## src/rtl/imem_load_pkg.sv

```systemverilog
`default_nettype none
// ============================================================================
// Module  : imem_load_pkg
// Brief   : Shared types and constants for the instruction-memory loader.
// Revision: 1.0 - initial release
// ============================================================================
package imem_load_pkg;

    // Controller states: pass-through, byte gathering, single write, done pulse
    typedef enum logic [1:0] {
        IDLE     = 2'd0,
        ASSEMBLE = 2'd1,
        WRITE    = 2'd2,
        DONE     = 2'd3
    } load_state_t;

    // Returned to the core while it is held; equals the memory fill value
    localparam logic [31:0] NOP_INSTR_DEFAULT = 32'h00000003;

    localparam int BYTES_PER_WORD = 4;

endpackage
`default_nettype wire

```

## src/rtl/imem_load_ctrl_if.sv

```systemverilog
`default_nettype none
// ============================================================================
// Module  : imem_load_ctrl_if
// Brief   : Loader stream, core fetch and memory port signals of the
//           instruction-memory load controller.
// Revision: 1.0 - initial release
// ============================================================================
interface imem_load_ctrl_if;

    logic        load_start;
    logic [15:0] load_len;
    logic        byte_valid;
    logic [7:0]  byte_data;
    logic        byte_ready;
    logic [31:0] fetch_addr;
    logic [31:0] fetch_instr;
    logic        core_hold;
    logic [31:0] mem_addr;
    logic        mem_we;
    logic [31:0] mem_wdata;
    logic [31:0] mem_rdata;
    logic        load_done;
    logic        load_err;

    // Environment side: loader, core and memory
    modport master (
        output load_start, load_len, byte_valid, byte_data, fetch_addr, mem_rdata,
        input  byte_ready, fetch_instr, core_hold, mem_addr, mem_we, mem_wdata,
               load_done, load_err
    );

    // Controller side
    modport slave (
        input  load_start, load_len, byte_valid, byte_data, fetch_addr, mem_rdata,
        output byte_ready, fetch_instr, core_hold, mem_addr, mem_we, mem_wdata,
               load_done, load_err
    );

endinterface
`default_nettype wire

```

## src/rtl/imem_word_packer.sv

```systemverilog
`default_nettype none
// ============================================================================
// Module  : imem_word_packer
// Brief   : Gathers bytes into a little-endian 32-bit word; the first byte
//           lands in bits [7:0].
// Revision: 1.0 - initial release
// ============================================================================
module imem_word_packer
    import imem_load_pkg::*;
(
    input  logic        clk,
    input  logic        rst,
    input  logic        clear,
    input  logic        accept,
    input  logic [7:0]  byte_data,
    output logic [31:0] word,
    output logic        word_full
);

    localparam logic [1:0] LAST_BYTE = 2'(BYTES_PER_WORD - 1);

    logic [1:0]  r_byte_cnt;
    logic [31:0] r_buf;

    // Insert each accepted byte at its lane; the counter wraps to 0 after the 4th
    always_ff @(posedge clk) begin
        if (rst || clear) begin
            r_byte_cnt <= '0;
            r_buf      <= '0;
        end else if (accept) begin
            r_buf[{r_byte_cnt, 3'b000} +: 8] <= byte_data;
            r_byte_cnt                       <= r_byte_cnt + 2'd1;
        end
    end

    // High while the next accepted byte completes the word
    assign word_full = (r_byte_cnt == LAST_BYTE);
    assign word      = r_buf;

endmodule
`default_nettype wire

```

## src/rtl/imem_load_ctrl.sv

```systemverilog
`default_nettype none
// ============================================================================
// Module  : imem_load_ctrl
// Brief   : Shares the instruction-memory address port between core fetch and
//           a byte-stream program loader; holds the core during a load.
// Revision: 1.0 - initial release
// ============================================================================
module imem_load_ctrl
    import imem_load_pkg::*;
#(
    parameter int          MEM_SIZE  = 256,
    parameter logic [31:0] NOP_INSTR = NOP_INSTR_DEFAULT
) (
    input  logic           clk,
    input  logic           rst,
    imem_load_ctrl_if.slave bus
);

    // One extra bit so that a word index equal to MEM_SIZE is representable
    localparam int          IDX_W   = $clog2(MEM_SIZE) + 1;
    localparam logic [16:0] MAX_LEN = 17'(MEM_SIZE);

    load_state_t      r_state;
    load_state_t      w_next_state;
    logic [IDX_W-1:0] r_word_idx;
    logic [IDX_W-1:0] r_len;
    logic [IDX_W-1:0] w_idx_next;
    logic             r_load_done;
    logic             r_load_err;

    logic             w_len_valid;
    logic             w_start_ok;
    logic             w_start_bad;
    logic             w_accept;
    logic             w_word_full;
    logic [31:0]      w_word;

    logic             w_core_hold;
    logic             w_byte_ready;
    logic             w_mem_we;
    logic [31:0]      w_mem_addr;
    logic [31:0]      w_fetch_instr;

    assign w_len_valid = (bus.load_len != 16'd0) && ({1'b0, bus.load_len} <= MAX_LEN);
    assign w_start_ok  = (r_state == IDLE) && bus.load_start && w_len_valid;
    assign w_start_bad = (r_state == IDLE) && bus.load_start && !w_len_valid;
    assign w_accept    = (r_state == ASSEMBLE) && bus.byte_valid;
    assign w_idx_next  = r_word_idx + 1'b1;

    imem_word_packer u_packer (
        .clk       (clk),
        .rst       (rst),
        .clear     (w_start_ok),
        .accept    (w_accept),
        .byte_data (bus.byte_data),
        .word      (w_word),
        .word_full (w_word_full)
    );

    // State register
    always_ff @(posedge clk) begin
        if (rst) begin
            r_state <= IDLE;
        end else begin
            r_state <= w_next_state;
        end
    end

    // Next-state decode and port muxing; in IDLE the core owns the memory port
    always_comb begin
        w_next_state  = r_state;
        w_core_hold   = (r_state != IDLE);
        w_byte_ready  = 1'b0;
        w_mem_we      = 1'b0;
        w_mem_addr    = bus.fetch_addr;
        w_fetch_instr = bus.mem_rdata;
        if (r_state != IDLE) begin
            w_mem_addr    = {{(30 - IDX_W){1'b0}}, r_word_idx, 2'b00};
            w_fetch_instr = NOP_INSTR;
        end
        unique case (r_state)
            IDLE: begin
                if (w_start_ok) w_next_state = ASSEMBLE;
            end
            ASSEMBLE: begin
                w_byte_ready = 1'b1;
                if (w_accept && w_word_full) w_next_state = WRITE;
            end
            WRITE: begin
                // A reset landing on this cycle must not commit the word
                w_mem_we     = !rst;
                w_next_state = (w_idx_next == r_len) ? DONE : ASSEMBLE;
            end
            DONE: begin
                w_next_state = IDLE;
            end
            default: begin
                w_next_state = IDLE;
            end
        endcase
    end

    // Word index, latched length and the registered status pulses
    always_ff @(posedge clk) begin
        if (rst) begin
            r_word_idx  <= '0;
            r_len       <= '0;
            r_load_done <= 1'b0;
            r_load_err  <= 1'b0;
        end else begin
            r_load_done <= (r_state == WRITE) && (w_idx_next == r_len);
            r_load_err  <= w_start_bad;
            if (w_start_ok) begin
                r_len      <= bus.load_len[IDX_W-1:0];
                r_word_idx <= '0;
            end else if (r_state == WRITE) begin
                r_word_idx <= w_idx_next;
            end
        end
    end

    assign bus.core_hold   = w_core_hold;
    assign bus.byte_ready  = w_byte_ready;
    assign bus.mem_we      = w_mem_we;
    assign bus.mem_addr    = w_mem_addr;
    assign bus.mem_wdata   = w_word;
    assign bus.fetch_instr = w_fetch_instr;
    assign bus.load_done   = r_load_done;
    assign bus.load_err    = r_load_err;

endmodule
`default_nettype wire

```

## src/flat_wrapper.sv

```systemverilog
// flat-port wrapper written by rule: the top's interface ports become plain ports
module imem_load_ctrl_flat import imem_load_pkg::*;
#(
    parameter int          MEM_SIZE  = 256,
    parameter logic [31:0] NOP_INSTR = NOP_INSTR_DEFAULT
)
  (clk, rst, bus_load_start, bus_load_len, bus_byte_valid, bus_byte_data, bus_fetch_addr, bus_mem_rdata, bus_byte_ready, bus_fetch_instr, bus_core_hold, bus_mem_addr, bus_mem_we, bus_mem_wdata, bus_load_done, bus_load_err);
  imem_load_ctrl_if bus_i ();
  input  logic clk;
  input  logic rst;
  input wire logic [$bits(bus_i.load_start)-1:0] bus_load_start;
  input wire logic [$bits(bus_i.load_len)-1:0] bus_load_len;
  input wire logic [$bits(bus_i.byte_valid)-1:0] bus_byte_valid;
  input wire logic [$bits(bus_i.byte_data)-1:0] bus_byte_data;
  input wire logic [$bits(bus_i.fetch_addr)-1:0] bus_fetch_addr;
  input wire logic [$bits(bus_i.mem_rdata)-1:0] bus_mem_rdata;
  output wire logic [$bits(bus_i.byte_ready)-1:0] bus_byte_ready;
  output wire logic [$bits(bus_i.fetch_instr)-1:0] bus_fetch_instr;
  output wire logic [$bits(bus_i.core_hold)-1:0] bus_core_hold;
  output wire logic [$bits(bus_i.mem_addr)-1:0] bus_mem_addr;
  output wire logic [$bits(bus_i.mem_we)-1:0] bus_mem_we;
  output wire logic [$bits(bus_i.mem_wdata)-1:0] bus_mem_wdata;
  output wire logic [$bits(bus_i.load_done)-1:0] bus_load_done;
  output wire logic [$bits(bus_i.load_err)-1:0] bus_load_err;
  assign bus_i.load_start = bus_load_start;
  assign bus_i.load_len = bus_load_len;
  assign bus_i.byte_valid = bus_byte_valid;
  assign bus_i.byte_data = bus_byte_data;
  assign bus_i.fetch_addr = bus_fetch_addr;
  assign bus_i.mem_rdata = bus_mem_rdata;
  assign bus_byte_ready = bus_i.byte_ready;
  assign bus_fetch_instr = bus_i.fetch_instr;
  assign bus_core_hold = bus_i.core_hold;
  assign bus_mem_addr = bus_i.mem_addr;
  assign bus_mem_we = bus_i.mem_we;
  assign bus_mem_wdata = bus_i.mem_wdata;
  assign bus_load_done = bus_i.load_done;
  assign bus_load_err = bus_i.load_err;
  imem_load_ctrl #(.MEM_SIZE(MEM_SIZE), .NOP_INSTR(NOP_INSTR)) u_core (.clk(clk), .rst(rst), .bus(bus_i));
endmodule
```

## config.mk

```make
export PLATFORM = sky130hd
export DESIGN_NAME = imem_load_ctrl_flat
export DESIGN_NICKNAME = d
export VERILOG_FILES = /design/src/rtl/imem_load_pkg.sv /design/src/rtl/imem_load_ctrl_if.sv /design/src/rtl/imem_word_packer.sv /design/src/rtl/imem_load_ctrl.sv /design/src/flat_wrapper.sv
export SDC_FILE = /design/constraint.sdc
export NUM_CORES = 1
export LEC_CHECK = 0
export CORE_ASPECT_RATIO = 1.25
export CORE_MARGIN = 2
export CORE_UTILIZATION = 37
export DETAILED_ROUTE_END_ITERATION = 7
export PLACE_DENSITY = 0.86
export REMOVE_ABC_BUFFERS = 1
export SLEW_MARGIN = 25
export SYNTH_ARGS = -nofsm -noshare
export SYNTH_HDL_FRONTEND = slang
export SYNTH_SLANG_ARGS = --single-unit
```

## constraint.sdc

```tcl
create_clock -name clk -period 5.5 [get_ports clk]
set_clock_uncertainty 0.2 [all_clocks]
set_input_delay 0.825 -clock clk [delete_from_list [all_inputs] [get_ports clk]]
set_output_delay 0.825 -clock clk [all_outputs]
set_load 0.01 [all_outputs]
```

### Word-level counts from Yosys, hierarchy flattened

Cells that the tools add are included.

| operators by class | value |
|---|---|
| muxes and demuxes | 9 |
| reductions and logical operators | 15 |
| order comparisons | 1 |
| shift-type cells | 2 |
| add/sub/neg operators | 3 |
| equality and inequality tests | 7 |

Operators with widths:

| operator | count |
|---|---|
| 32-bit two-way mux | 2 |
| 32-bit bitwise mux | 1 |
| 8-bit by 7-bit variable shift with 32-bit output, first input constant | 1 |
| 8-bit by 7-bit variable part select with 32-bit output | 1 |
| 16-bit by 9-bit less-or-equal comparator with 1-bit output, second input constant | 1 |
| 16-bit nonzero test | 1 |
| 9-bit by 1-bit adder with 9-bit output, second input constant | 1 |
| 9-bit == test | 1 |
| 2-bit case mux with 4 select lines | 1 |
| 1-bit logical AND | 7 |
| 5-bit negation with 7-bit output | 1 |
| 2-bit == test, second input constant | 3 |
| 2-bit two-way mux | 3 |
| 2-bit inequality test, second input constant | 2 |
| 2-bit by 1-bit adder with 2-bit output, second input constant | 1 |
| 2-bit by 1-bit == test with 1-bit output, second input constant | 1 |
| 1-bit zero test | 2 |
| 2-bit zero test | 1 |
| 1-bit two-way mux | 2 |
| 2-bit AND reduction | 1 |
| 2-bit nonzero test | 1 |
| 2-bit OR reduction | 1 |
| 1-bit logical OR | 1 |

| storage, ports and cells | value |
|---|---|
| bits of input ports | 92 |
| bits in registers | 56 |
| output and inout port bits | 101 |
| logic and storage cells | 44 |

### Depth between registers and ports, before layout

Gate-level depths: netlist of the first run.

| logic depth | value |
|---|---|
| depth in word-level cells | 5 |
| gate-level depth with buffers | 8 |
| gate-level depth less buffers | 6 |

### Modules after synthesis

From an unflattened synthesis of the first run, not the netlist that was laid out.

| second synthesis, totals | value |
|---|---|
| cells, all modules | 350 |
| area, all modules | 2996.6 um^2 |

By module, submodules not included:

| module | instances | area an instance (um^2) | cells each | seq. area each (um^2) |
|---|---|---|---|---|
| imem_load_ctrl | 1 | 1626.6 | 209 | 440.4 |
| imem_word_packer | 1 | 1370.1 | 141 | 680.7 |

### Worst setup path after synthesis of the first run

No wires, ideal clock.

| path | value |
|---|---|
| kind | register to output |
| start point | register u_core.r_state[0] |
| end point | output port bus_mem_addr[10] |
| required time | 4.475 ns |
| stages on the path, launching flop included | 5 |
| path slack | 3.029 ns |
| path buffers | 2 |
| data arrival time | 1.446 ns |
| cells stage by stage | dfxtp_1 nor2_1 clkbuf_1 clkbuf_1 mux2_2 |

| between the ends | value |
|---|---|
| word-level cells in the longest chain between the ends | 2 |

RTL lines:

| what | line | RTL |
|---|---|---|
| start: declaration | imem_load_ctrl.sv:23 | `load_state_t r_state;` |
| start signal: assignment | imem_load_ctrl.sv:65 | `r_state <= w_next_state;` |
| 2-bit nonzero test | imem_load_ctrl.sv:77 | `if (r_state != IDLE) begin` |
| 32-bit two-way mux | imem_load_ctrl.sv:77 |  |
| end: declaration | flat_wrapper.sv:20 | `output wire logic [$bits(bus_i.mem_addr)-1:0] bus_mem_addr;` |

Every way passes these cells.

### Worst setup path in the final report of the first run

| path | value |
|---|---|
| start point | input port rst |
| end point | output port bus_mem_we |

| between the ends | value |
|---|---|
| word-level cells in the longest chain between the ends | 2 |

RTL lines:

| what | line | RTL |
|---|---|---|
| start: declaration | flat_wrapper.sv:10 | `input logic rst;` |
| 1-bit zero test | imem_load_ctrl.sv:91 | `w_mem_we = !rst;` |
| 1-bit two-way mux | imem_load_ctrl.sv:81 | `unique case (r_state)` |
| end: declaration | flat_wrapper.sv:21 | `output wire logic [$bits(bus_i.mem_we)-1:0] bus_mem_we;` |

Every way passes these cells.

==> run_results.csv, run 1 <==
group,metric,value,unit
run_status,status,"completed",
timing,setup_viol,0,
yosys,synth_area,3190,um2
cts,clk_path_buf_depth,2,
detailed_routing,wirelength,11000,um
power_and_ir_drop,seq_power_share,51.4,%
job,drv_cap,0,
timing,rsz0062_at_grt,"false",
place,port_buffers,192,
cts,cts_sinks,56,
timing,finalHoldViolCount,0,
timing,worstMarginPinSlew,0.826,ns
worst_setup_path,path_class,"input port to primary output",
timing,maxSlewViolCount,0,
cts,insertion_delay,0.30,ns
yosys,async_reset_ff_share,0,%
detailed_routing,num_vias,3288,
yosys,avgSynthCellArea,8.53,um2
worst_setup_path,r2r_cells,5,
global_routing,grt_pass1_vias,3224,
timing,slew_headroom,44.8,%
timing,fmax,290,MHz
global_routing,grt.overflow.total,0,
power_and_ir_drop,comb_power_share,21.5,%
cells_and_area,area_growth,61.8,%
yosys,synth_seq_cells,56,
worst_setup_path,r2r-start,"u_core.r_state[0]",
cells_and_area,layout-drive-gt1-share,10.2,%
cts,cts.reportedPaths.clkPinSlew,0.09,ns
worst_setup_path,cp-end-kind,"primary output",
detailed_routing,wl_per_cell,17.0,um
yosys,synth.distinct_cells,45,
cts,postCtsHoldBufs,0,
cts,cts_resized,0,
cts,cts_post_setup_buffers_inserted,0,
worst_setup_path,cp-start-kind,"input port",
yosys,synth-edff-count,0,
die,start_util,38.5,%
worst_setup_path,cp.required,4.47,ns
cts,cts-root-buf,"clkbuf_8",
power_and_ir_drop,power.density,153,nW/um2
power_and_ir_drop,sw_frac_of_total,23.3,%
global_routing,grt_max_degree,67,
yosys,synth_warnings,0,
hold_path,min_to,"u_core.u_packer.word[28]",
detailed_routing,drt_first_pass_iters,5,
cells_and_area,fin_nets,648,
yosys,synthCells,374,
cells_and_area,final_cells,648,
timing,tns,0,ns
global_routing,track_usage,22.4,%
worst_setup_path,arrival,2.42,ns
cts,htreeDepth,2,
die,die_w,87.1,um
place,hpwl,8930,um
global_routing,grt_pass1_wl,16200,um
die,fp.dieArea,9390,um2
die,fp.dieH,108,um
power_and_ir_drop,vdd_drop_max,0.000117,V
hold_path,hold_path_startpoint,"u_core.u_packer.word[28]",
detailed_routing,drt-initial-drc-count,142,
global_routing,grt_antenna_before_repair,2,
yosys,ys_seq_area_share,35.1,%
die,core_area,8290,um2
power_and_ir_drop,clockPowerShare,27.1,%
timing,fin_crit_sh,62.6,%
power_and_ir_drop,p_switching,184,uW
detailed_routing,post-route-drc-count,0,
hold_path,whs_path_depth,2,
worst_setup_path,r2r-end,"u_core.r_word_idx[3]",
hold_path,hp-class,"flop to flop",
place,dp.cells,639,
die,pin_count,193,
timing,min_period,3.45,ns
cts,cts_buffers,5,
worst_setup_path,cp_max_fo,14,
die,rows,37,
cts,cts_tree,"built",
power_and_ir_drop,power.internal,605,uW
yosys,yosys_most_used_dff,"dfxtp_1",
detailed_routing,ant_nets,0,
worst_setup_path,reg2reg_slack,3.14,ns
place,gp_congestion,0.911,
detailed_routing,vias_per_cell,5.07,
power_and_ir_drop,p_leak,1.78,nW
[metal layers]
layer	GRT usage (%)	vias to the layer above	part of all wire [%]	routed length (um)
li1	-	1604	-	-
met3	9.51	18	11	1260
met4	9.93	2	2.4	263
met5	0	-	0.12	13
met2	39.3	163	50	5520
met1	22.7	1501	36	3990
[registers in the layout (all words and copies together) (netlist names)]
register                    count
u_core.u_packer.word           32
u_core.r_len                    9
u_core.r_word_idx               9
u_core.r_state                  2
u_core.u_packer.r_byte_cnt      2
u_core.bus.load_done            1
u_core.bus.load_err             1
[final cells by class]
class	instances	area, um2
Fill cell	720	3120
Timing Repair Buffer	194	1960
Multi-Input combinational cell	288	1870
Sequential cell	56	1120
Tap cell	97	121
Clock buffer	6	72.6
Inverter	5	18.8
Clock inverter	1	5.00
Antenna cell	1	2.50
[cell usage after synthesis (5+ instances only)]
library cell | count | area [um2]
dfxtp_1 | 56 | 1120
and2_1 | 54 | 338
nand2_1 | 45 | 169
nand3_1 | 37 | 185
a21oi_2 | 29 | 254
nor2_1 | 23 | 86.3
xnor2_1 | 14 | 123
clkbuf_1 | 11 | 41.3
mux2i_1 | 10 | 100
mux2_2 | 8 | 90.1
a21oi_1 | 6 | 30.0
ha_1 | 6 | 75.1
xor2_1 | 6 | 52.6
and3_1 | 5 | 31.3
inv_1 | 5 | 18.8
nor2_2 | 5 | 31.3
o21ai_0 | 5 | 25.0
[worst max-delay path, cell delays in order]
cell,delay [ns]
clkdlybuf4s50_1,0.64
nor3b_1,0.35
clkdlybuf4s50_1,0.59
[power groups by stage]
stage          clock network (mW)  logic [mW]  registers [mW]
2_1_floorplan                   0      0.0416           0.416
5_1_grt                     0.228       0.180           0.406
6_report                    0.214       0.170           0.406
3_3_place_gp                    0       0.168           0.415
4_1_cts                     0.215       0.170           0.406
3_5_place_dp                    0       0.170           0.415
[through the flow]
step | utilization [%] | hold WS (ns) | total power [mW] | area (um2) | worst slack, ns
after floorplan | - | 0.276 | 0.457 | 3000 | 1.49
after global placement | 61.0 | 0.244 | 0.583 | 5060 | 2.09
after detailed placement | 61.0 | 0.248 | 0.585 | 5060 | 2.06
after CTS | 62.0 | 0.264 | 0.792 | 5130 | 1.98
after global routing | 62.3 | 0.279 | 0.814 | 5160 | 1.96
final | 62.3 | 0.259 | 0.790 | 5160 | 2.05
[worst max-delay path by stage]
stage,end,from,depth (start not counted),slack (ns)
after floorplan,u_core.r_word_idx[1],u_core.r_state[0],5,1.49
after global placement,bus_mem_we,rst,3,2.09
after detailed placement,bus_mem_we,rst,3,2.06
after CTS,bus_mem_addr[5],u_core.r_state[0],3,1.98
after global routing,bus_mem_we,rst,3,1.96
final,bus_mem_we,rst,3,2.05
[cells by family (layout without fill, tap and decap cells)]
group | Yosys count | count (layout) | synth area share (%)
AO/OA/AOI/OAI | 50 | 50 | 12.1
XOR/XNOR | 20 | 20 | 5.49
adder cells (fa/ha/maj) | 6 | 6 | 2.35
buffers and inverters | 30 | 206 | 6.66
flip-flops | 56 | 56 | 35.1
multiplexers | 18 | 18 | 5.96
other | 0 | 1 | 0
AND/OR/NAND/NOR | 194 | 194 | 32.3
[placed cells by master (no fill, tap or decap), drive strengths merged, types with 4 or more instances in the layout]
cell,instances
o21ai,6
inv,5
a21oi,35
nor3,4
and2,54
mux2,8
ha,6
nand2,45
dfxtp,56
xnor2,14
nor4,4
xor2,6
and3,5
clkbuf,6
mux2i,10
nor2,28
nand3,37
clkdlybuf4s50,192
nor3b,4
Note: power is estimated with default switching activity, not from simulation.
==> run 2, diff against run 1 <==
clock period = 3.3 ns   (was 5.5 ns; I/O delays follow)
==> run 2 against run 1 <==
  * Clock power up 130%
  * Die area did not move
  * Via count rose by 0.49%
  * First-iteration DRC count decreased by 4.9%
  * Power grew 84%
  * Hold slack better by 0.0017 ns
  * Critical path depth increased by 1
  * Critical path type is now flop to primary output
==> run_results.csv, run 2 (synthesis gave the netlist of run 1 again) <==
group,metric,value,unit
cells_and_area,fin_util,62.9,%
global_routing,grt_use_met3,10.7,%
cells_and_area,antennaDiodeCount,0,
cts,cts.reportedPaths.clkPinSlew,0.10,ns
cts,htreeDepth,2,
detailed_routing,wl_per_cell,17.4,um
worst_setup_path,cp_max_fo,47,
run_status,status,"completed",
die,core_area,8290,um2
place,place_area,5080,um2
place,pre_cts_ws,0.376,ns
worst_setup_path,r2r_cells,5,
cells_and_area,fin_nets,649,
hold_path,min_to,"u_core.u_packer.word[28]",
worst_setup_path,cp-start-kind,"flop",
global_routing,grt_max_degree,48,
global_routing,grt_antenna_before_repair,1,
timing,fin_ws,0.425,ns
detailed_routing,drt-initial-drc-count,135,
global_routing,grt_pass1_wl,16500,um
die,start_util,38.5,%
cts,cts_resized,0,
worst_setup_path,cp.required,2.60,ns
cts,postCtsHoldBufs,0,
detailed_routing,num_vias,3304,
die,rows,37,
global_routing,grtUsageMet2,40.8,%
cts,cts_tree,"built",
hold_path,whs_path_depth,2,
worst_setup_path,cpPeakStageDelay,0.49,ns
place,port_buffers,192,
global_routing,track_usage,22.7,%
die,die_w,87.1,um
worst_setup_path,crit_slowest_cell,"clkdlybuf4s50_1",
global_routing,grt.busiest_layer,"met2",
worst_setup_path,cp.buffers_inverters,2,
cells_and_area,largest_reg_flops,32,
detailed_routing,vias_per_cell,5.09,
job,drv_cap,0,
timing,rsz0062_at_grt,"false",
place,gp_congestion,0.899,
timing,min_period,2.87,ns
worst_setup_path,cp-end-kind,"primary output",
detailed_routing,wirelength,11300,um
worst_setup_path,path_delay_family,"buffers and inverters",
cts,cts_buffers,5,
power_and_ir_drop,power.density,279,nW/um2
hold_path,hold_path_startpoint,"u_core.u_packer.word[28]",
power_and_ir_drop,vdd_drop_max,0.000171,V
timing,finalHoldViolCount,0,
worst_setup_path,reg2reg_slack,0.91,ns
place,dp.cells,641,
cells_and_area,final_cell_mix,"192 x clkdlybuf4s50_1, 56 x dfxtp_1, 54 x and2_1, 45 x nand2_1, 37 x nand3_1",
worst_setup_path,r2r-end,"u_core.u_packer.word[2]",
worst_setup_path,cp_num_cells,4,
cts,insertion_delay,0.31,ns
die,fp.dieH,108,um
worst_setup_path,path_class,"flop to primary output",
worst_setup_path,cp_cell_sequence,"nor2_4, buf_12, mux2_2, clkdlybuf4s50_1",
timing,worstMarginPinSlew,0.867,ns
global_routing,grt_pass1_vias,3235,
detailed_routing,post-route-drc-count,0,
global_routing,grtUsageMet1,22.9,%
cts,clk_path_buf_depth,2,
cts,cts_sinks,56,
timing,maxSlewViolCount,0,
cells_and_area,fin_area,5210,um2
worst_setup_path,arrival,2.18,ns
timing,setup_viol,0,
cells_and_area,final_common_cell,"clkdlybuf4s50_1",
die,fp.dieArea,9390,um2
detailed_routing,ant_nets,0,
timing,fmax,348,MHz
cells_and_area,area_growth,63.2,%
die,pin_count,193,
worst_setup_path,r2r-start,"u_core.u_packer.r_byte_cnt[0]",
timing,slew_headroom,42.1,%
detailed_routing,drt_first_pass_iters,4,
cts,cts_post_setup_buffers_inserted,0,
hold_path,hp-class,"flop to flop",
cells_and_area,final_cells,649,
timing,fin_crit_sh,87.1,%
cts,cts-root-buf,"clkbuf_8",
place,hpwl,9070,um
global_routing,grt.overflow.total,0,
cells_and_area,layout-drive-gt1-share,10.7,%
power_and_ir_drop,p_leak,1.80,nW
==> run 2: worst max path at each step <==
stage / from / endpoint / slack, ns
after floorplan: u_core.r_state[0] / u_core.r_word_idx[1] / -0.71
after global placement: bus_load_len[4] / u_core.r_word_idx[6] / 0.48
after detailed placement: bus_load_len[4] / u_core.r_word_idx[6] / 0.38
after CTS: u_core.r_state[0] / bus_mem_addr[6] / 0.41
after global routing: u_core.r_state[0] / bus_mem_addr[8] / 0.29
final: u_core.r_state[0] / bus_mem_addr[8] / 0.43
==> run 2: worst register-to-register path, delay by kind of cell (launching register included) <==
family / cells / cell delay (ns)
and+or+nand+nor: 2 / 0.95
DFF: 1 / 0.47
adders and majority gates: 1 / 0.38
AOI/OAI and AO/OA: 1 / 0.17
buffers and inverters: 1 / 0.16
==> run 2: area by class of cell <==
| class | count | area, um2 |
|---|---|---|
| repair buffers | 195 | 1960 |
| fillers | 693 | 3080 |
| clock inverters | 1 | 30.0 |
| multi-input cells | 288 | 1870 |
| inverters | 5 | 18.8 |
| well taps | 97 | 121 |
| clock buffers | 7 | 96.3 |
| flip-flops and latches | 56 | 1120 |
==> run 2: where the power goes <==
group	leakage (nW)	switching, mW	internal (mW)
sequential	0.451	0.000445	0.676
combinational	1.29	0.0953	0.188
clock	0.0645	0.226	0.268
total	1.80	0.322	1.13
==> run 2: per-stage QoR <==
step	hold slack [ns]	power, mW	TNS [ns]
final	0.261	1.45	0
after floorplan	0.276	0.762	-31.45
after CTS	0.261	1.46	0
after detailed placement	0.247	0.976	0
after global routing	0.278	1.50	0
after global placement	0.244	0.973	0
==> run 2: per-layer routing <==
layer	routed length, um	up-vias
met5	16	-
met3	1410	21
met4	254	2
li1	-	1612
met1	3910	1501
met2	5670	168
